===== src/rtl/fir_sequencer.sv =====
// Sequencer for the transposed-form FIR tap chain: coefficient load, chain clear, sample admission.
// Optional FIR_SEQ_SAMPLE_COUNT_EN adds a 32-bit count of output strobes (ov_sample_count).
module fir_sequencer #(
    parameter int unsigned DATA_WIDTH = 24,
    parameter int unsigned NUM_TAPS   = 16,
    parameter int unsigned IDX_WIDTH  = 4
) (
    input  logic                           i_clk,
    input  logic                           i_rst,
    input  logic                           i_load_start,
    input  logic                           i_coef_valid,
    input  logic [DATA_WIDTH-1:0]          iv_coef,
    output logic                           o_coef_ready,
    input  logic                           i_din_valid,
    input  logic [DATA_WIDTH-1:0]          iv_din,
    output logic                           o_din_ready,
    output logic                           o_tap_en,
    output logic                           o_tap_rst,
    output logic [DATA_WIDTH-1:0]          ov_tap_din,
    output logic [NUM_TAPS*DATA_WIDTH-1:0] ov_weights,
    input  logic [DATA_WIDTH-1:0]          iv_chain_sum,
    output logic                           o_dout_valid,
    output logic [DATA_WIDTH-1:0]          ov_dout
`ifdef FIR_SEQ_SAMPLE_COUNT_EN
    ,
    output logic [31:0]                    ov_sample_count
`endif
);

    localparam logic [2:0] StIdle  = 3'd0;
    localparam logic [2:0] StLoad  = 3'd1;
    localparam logic [2:0] StClear = 3'd2;
    localparam logic [2:0] StRun   = 3'd3;
    localparam logic [2:0] StDrain = 3'd4;

    logic [2:0]            state_q, state_d;
    logic [IDX_WIDTH-1:0]  idx_q, idx_d;
    logic [DATA_WIDTH-1:0] weight_q [NUM_TAPS];
    logic [DATA_WIDTH-1:0] tap_din_q;
    logic [DATA_WIDTH-1:0] dout_q;
    logic                  v1_q, v2_q, dout_valid_q;
    logic                  coef_acc, din_acc, last_word;

    // Ready signals are pure state decodes so no input reaches them combinationally.
    assign o_coef_ready = (state_q == StLoad);
    assign o_din_ready  = (state_q == StRun);
    assign o_tap_rst    = (state_q == StClear);

    assign coef_acc  = i_coef_valid && o_coef_ready;
    assign din_acc   = i_din_valid && o_din_ready;
    assign last_word = (idx_q == IDX_WIDTH'(NUM_TAPS - 1));

    always_comb begin
        state_d = state_q;
        idx_d   = idx_q;
        case (state_q)
            StIdle: begin
                if (i_load_start) state_d = StLoad;
            end
            StLoad: begin
                if (coef_acc) begin
                    idx_d = idx_q + 1'b1;
                    if (last_word) state_d = StClear;
                end
            end
            StClear: begin
                idx_d   = '0;
                state_d = StRun;
            end
            StRun: begin
                if (i_load_start) state_d = StDrain;
            end
            StDrain: begin
                if (!v1_q && !v2_q) state_d = StLoad;
            end
            default: state_d = StIdle;
        endcase
    end

    // v1 drives the tap enable; v2 marks the cycle in which iv_chain_sum holds a fresh result.
    always_ff @(posedge i_clk) begin
        if (i_rst) begin
            state_q      <= StIdle;
            idx_q        <= '0;
            tap_din_q    <= '0;
            v1_q         <= 1'b0;
            v2_q         <= 1'b0;
            dout_q       <= '0;
            dout_valid_q <= 1'b0;
        end else begin
            state_q      <= state_d;
            idx_q        <= idx_d;
            v1_q         <= din_acc;
            v2_q         <= v1_q;
            dout_valid_q <= v2_q;
            if (din_acc) tap_din_q <= iv_din;
            if (v2_q) dout_q <= iv_chain_sum;
        end
    end

    always_ff @(posedge i_clk) begin
        for (int unsigned k = 0; k < NUM_TAPS; k++) begin
            if (i_rst) begin
                weight_q[k] <= '0;
            end else if (coef_acc && (idx_q == IDX_WIDTH'(k))) begin
                weight_q[k] <= iv_coef;
            end
        end
    end

    for (genvar g = 0; g < NUM_TAPS; g++) begin : g_weights
        assign ov_weights[g*DATA_WIDTH +: DATA_WIDTH] = weight_q[g];
    end

    assign o_tap_en     = v1_q;
    assign ov_tap_din   = tap_din_q;
    assign o_dout_valid = dout_valid_q;
    assign ov_dout      = dout_q;

`ifdef FIR_SEQ_SAMPLE_COUNT_EN
    logic [31:0] count_q;

    always_ff @(posedge i_clk) begin
        if (i_rst || (state_q == StClear)) begin
            count_q <= '0;
        end else if (dout_valid_q) begin
            count_q <= count_q + 32'd1;
        end
    end

    assign ov_sample_count = count_q;
`endif

endmodule


===== config.mk =====
export PLATFORM = sky130hd
export DESIGN_NAME = fir_sequencer
export DESIGN_NICKNAME = d
export VERILOG_FILES = /design/src/rtl/fir_sequencer.sv
export SDC_FILE = /design/constraint.sdc
export NUM_CORES = 1
export LEC_CHECK = 0
export ABC_AREA = 1
export CORE_AREA = 2 2 199 201
export CTS_BUF_LIST = sky130_fd_sc_hd__clkbuf_8
export DETAILED_ROUTE_END_ITERATION = 8
export DIE_AREA = 0 0 201 203
export MAX_ROUTING_LAYER = met4
export PLACE_DENSITY = 0.78
export SYNTH_ARGS = -nofsm -noshare
export SYNTH_HDL_FRONTEND = slang
export SYNTH_SLANG_ARGS = --single-unit

===== constraint.sdc =====
create_clock -name i_clk -period 4.46 [get_ports i_clk]
set_clock_uncertainty 0.1 [all_clocks]
set_input_delay 0.669 -clock i_clk [delete_from_list [all_inputs] [get_ports i_clk]]
set_output_delay 0.669 -clock i_clk [all_outputs]
set_load 0.005 [all_outputs]

* Word level (Yosys, flattened, before mapping) *
Memories as Yosys holds them, arrays and structs flattened.
Cells that the tools add are included.

storage, ports and cells
  logic and storage cells = 149
  register bits after elaboration = 58
  memories kept = 1
  output and inout port bits = 437
  memory bits (writable) = 384

operators by class
  add/sub/neg operators = 1
  bitwise gates (word level) = 16
  equal/unequal tests = 24
  multiplexer cells = 74
  reductions and logical operators = 26

memory list
  name      depth  width  rd ports  clocked after memory_dff  write ports  line  RTL
  weight_q  16     24     16        0                         16           38    logic [DATA_WIDTH-1:0] weight_q [NUM_TAPS];

operator list
  kind                                                                     count
  24-bit 2-to-1 mux                                                        16
  1-bit 2-to-1 mux                                                         50
  4-bit == test, second input constant                                     8
  1-bit logical AND                                                        19
  4-bit by 3-bit == test with 1-bit output, second input constant          4
  1-bit OR                                                                 16
  3-bit 2-to-1 mux                                                         5
  3-bit case mux with 5 select lines                                       1
  4-bit by 2-bit == test with 1-bit output, second input constant          2
  4-bit case mux with 2 select lines                                       1
  3-bit by 2-bit == test with 1-bit output, second input constant          2
  2-bit inequality test, second input constant                             3
  5-bit AND reduction                                                      1
  4-bit by 1-bit adder with 4-bit output, second input constant            1
  4-bit by 1-bit == test with 1-bit output, second input constant          1
  4-bit zero test                                                          1
  4-bit 2-to-1 mux                                                         1
  2-bit by 1-bit inequality test with 1-bit output, second input constant  2
  3-bit by 1-bit == test with 1-bit output, second input constant          1
  3-bit == test, second input constant                                     1
  3-bit zero test                                                          1
  1-bit zero test                                                          2
  2-bit AND reduction                                                      1
  2-bit nonzero test                                                       1

* Logic depth before layout (Yosys ltp) *
  depth in word-level cells = 7
  mapped depth = 8
  depth with buffers taken out = 8

* Worst setup path after synthesis *
Ideal clock, no wire load.

  kind = register to register
  start point = register state_q[0]
  end point = memory weight_q[7][0] (netlist: weight_q[0][168]) (enable)
  stages on the path, launching flop included = 7
  slack = 1.138 ns
  required time = 3.922 ns
  clock period less this slack = 3.322 ns
  arrival time = 2.783 ns
  path buffers = 0
  cell sequence = dfxtp_1 -> inv_1 -> nor2_1 -> nand2_1 -> nor2_1 -> nand2_1 -> o21ai_0

RTL lines
  item                    line  RTL
  from (decl)             36    logic [2:0] state_q, state_d;
  from (signal assigned)  83    state_q <= StIdle;
  from (signal assigned)  91    state_q <= state_d;
  to (decl)               38

* Final worst setup path *
  start point = register state_q[1]
  end point = output port o_din_ready

between the ends
  cells in the longest elaborated chain, start to end = 1

ends and longest elaborated chain
  item                                      line  RTL
  3-bit by 2-bit == test with 1-bit output  46    assign o_din_ready = (state_q == StRun);
  to (decl)                                 16    output logic o_din_ready,

No other way between the ends.

==> key figures <==
Placed design
  • GPL Wtd Cong: 0.812
  • Placement Setup Slack: 1.11 ns
  • HPWL after DPL: 35200 um
  • IO buf count: 513
  • Cell Area, Placed: 21800 sq um

Timing
  • RSZ-0062 raised after global routing: false
  • Fin crit period: 3.04 ns
  • Max-Slew Margin vs Limit: 0.306
  • Slew @ Worst Pin: 1.04 ns
  • Fin crit share: 0.682
  • # setup viols final: 0
  • Hold Fails Final Rpt: 0
  • Setup TNS: 0 ns
  • Achievable frequency: 0.329 GHz
  • Max-slew violations: 0
  • Final worst slack: 1.42 ns

Critical path
  • Max incr delay on CP: 0.57 ns
  • Worst Setup SP: state_q[1]$_SDFFE_PP0P_
  • Startpoint types: flop
  • CP cell instances: inv_1, nor2_4, buf_4, clkdlybuf4s50_1
  • Crit path buffers/inverters: 3
  • Crit path required time: 3.69 ns
  • Element type at the critical path end: output pin
  • Critical path arrival: 2.27 ns
  • Critical path's top delay family: buffers and inverters
  • CP max FO: 27
  • Worst path slowest cell: clkdlybuf4s50_1
  • Critical path type: reg2out
  • Reg2reg start: state_q[0]$_SDFFE_PP0P_

Route
  • DRT iter0 DRCs: 824
  • Vias per Instance: 5.02
  • DRC: 0
  • Post-DRT Antenna Nets: 0
  • Post-DR wirelength/cell: 22.2 um
  • Final WL: 51000 um
  • DR pass1 iterations: 5
  • Vias: 11.5k

Finish
  • Area Growth Syn to Fin: 42.0%
  • Post-Route Utilization: 0.601
  • Nets: 1808
  • Commonest non-fill, non-tap cell in the layout: clkdlybuf4s50_1
  • Most frequent cells in the layout: 513 x clkdlybuf4s50_1, 418 x nor2_1, 384 x edfxtp_1, 76 x clkbuf_8, 69 x inv_1
  • N_diodes: 0
  • Final instance area: 23100 sq um
  • FILL cells: 2918
  • Share of cells above drive strength 1: 0.105

Synth
  • Syn avg cell area: 13.6 sq um
  • Post-Syn Area: 16300 sq um
  • Cell count after synthesis: 1197
  • Net Count, Synth: 1278
  • FF+latch count, synth: 442
  • Register area share after synthesis: 0.779
  • Synth cell types: 26
  • Yosys warning count: 0

Clock tree
  • Postcts setup bufs: 0
  • Root Buffer: clkbuf_8
  • Hold_buf cts: 0
  • Skew-Pair Late Insertion Delay: 0.61 ns
  • CTS tree: done
  • # H-tree levels: 3
  • Post-CTS sizing: 0
  • Clock transition at path regs: 0.06 ns
  • Clk sinks: 442
  • CTS max path bufs: 3
  • Number of CTS-inserted buffers: 72

Pwr
  • Power per Cell Area: 381 nW/um^2
  • Leakage: 8.79 nW
  • Peak supply drop: 0.000232 V
  • Total Power: 0.00882 W

Die
  • Die area: 40800 sq um
  • Rows: 72
  • Height of the die: 203 um
  • # IOs: 514
  • Core footprint: 38500 sq um
  • Initial core utilization: 0.424
  • Chip Width: 201 um

Status
  • Status: finished, final reports clean

GRT
  • Vias in the first global route: 11.9k
  • Largest net degree at the start of global routing: 33
  • Initial antenna violation count: 0
  • Overall routing resource usage: 0.255
  • Grt total ovfl: 0
  • First-pass GRT wire length: 74400 um

Hold path
  • Min-delay src: ov_tap_din[11]$_SDFFE_PP0P_
  • Worst Hold Class: reg2reg

Run
  • Max Cap Viol: 0
-- power by group --
part | internal (W) | switching [W] | leakage [nW]
sequential | 0.00465 | 0.0000676 | 4.44
combinational | 0.000373 | 0.000433 | 3.59
clock | 0.00166 | 0.00163 | 0.768
total | 0.00668 | 0.00214 | 8.79
-- registers in the layout, indices dropped and copies added, names as in the netlist --
signal        flops
o_dout_valid      1
idx_q             4
ov_tap_din       24
v2_q              1
state_q           3
weight_q        384
ov_dout          24
o_tap_en          1
-- logic make-up after synthesis --
| logic type | synth area share |
|---|---|
| compound gates | 0.0206 |
| fa+ha+maj | 0.00307 |
| buf+inv | 0.0422 |
| simple gates | 0.155 |
| flops | 0.779 |
-- final cells by class --
type | instances | area (sq um) | share of cell area
Inverter | 49 | 184 | 0.00795
Sequential cell | 442 | 12700 | 0.549
Timing Repair Buffer | 532 | 5280 | 0.228
Clock inverter | 54 | 294 | 0.0127
Multi-Input combinational cell | 630 | 2990 | 0.129
Clock buffer | 76 | 1050 | 0.0452
Tap cell | 518 | 648 | 0.0280
-- synth_stat cells (all sizes together) --
library cell	count	share of area
nor2	457	0.12
edfxtp	384	0.71
dfxtp	58	0.071
nand3	49	0.025
inv	48	0.011
nand2	48	0.013
buf	40	0.023
o21ai	40	0.012
clkbuf	36	0.0083
a21oi	27	0.0083
ha	4	0.0031
nor3	3	0.00092
nand4	2	0.00077
clkinv	1	0.00023
-- through the flow --
step           hold WS, ns  instances
6_report             0.356       2301
5_1_grt              0.377       2301
4_1_cts              0.360       2301
3_5_place_dp         0.351       2171
3_3_place_gp         0.347       2171
2_1_floorplan        0.356       1197
-- final timing paths --
kind,end,slack (ns),depth (start not counted)
worst min-delay path,ov_tap_din[11]$_SDFFE_PP0P_,0.36,2
worst min register to register,ov_tap_din[11]$_SDFFE_PP0P_,0.36,2
worst max-delay path,o_din_ready,1.42,4
worst max register to register,weight_q[1][75]$_SDFFCE_PN0P_,1.84,7
-- layer usage --
layer	wire length, um	part of all wire	global-route usage	up-vias
met5	0	0	-	-
met4	1800	0.035	0.102	0
met3	4890	0.096	0.0684	108
met2	25800	0.51	0.438	662
met1	18500	0.36	0.283	5659
li1	-	-	-	5111
-- worst register-to-register path, stage by stage (launching register included) --
cell	delay (ns)
dfxtp_1	0.44
inv_1	0.08
nor2_1	0.17
nand2_1	0.14
nor2_1	0.31
nand2_1	0.22
o21ai_2	0.53
buf_4	0.34
Note: power is estimated with default switching activity, not from simulation.
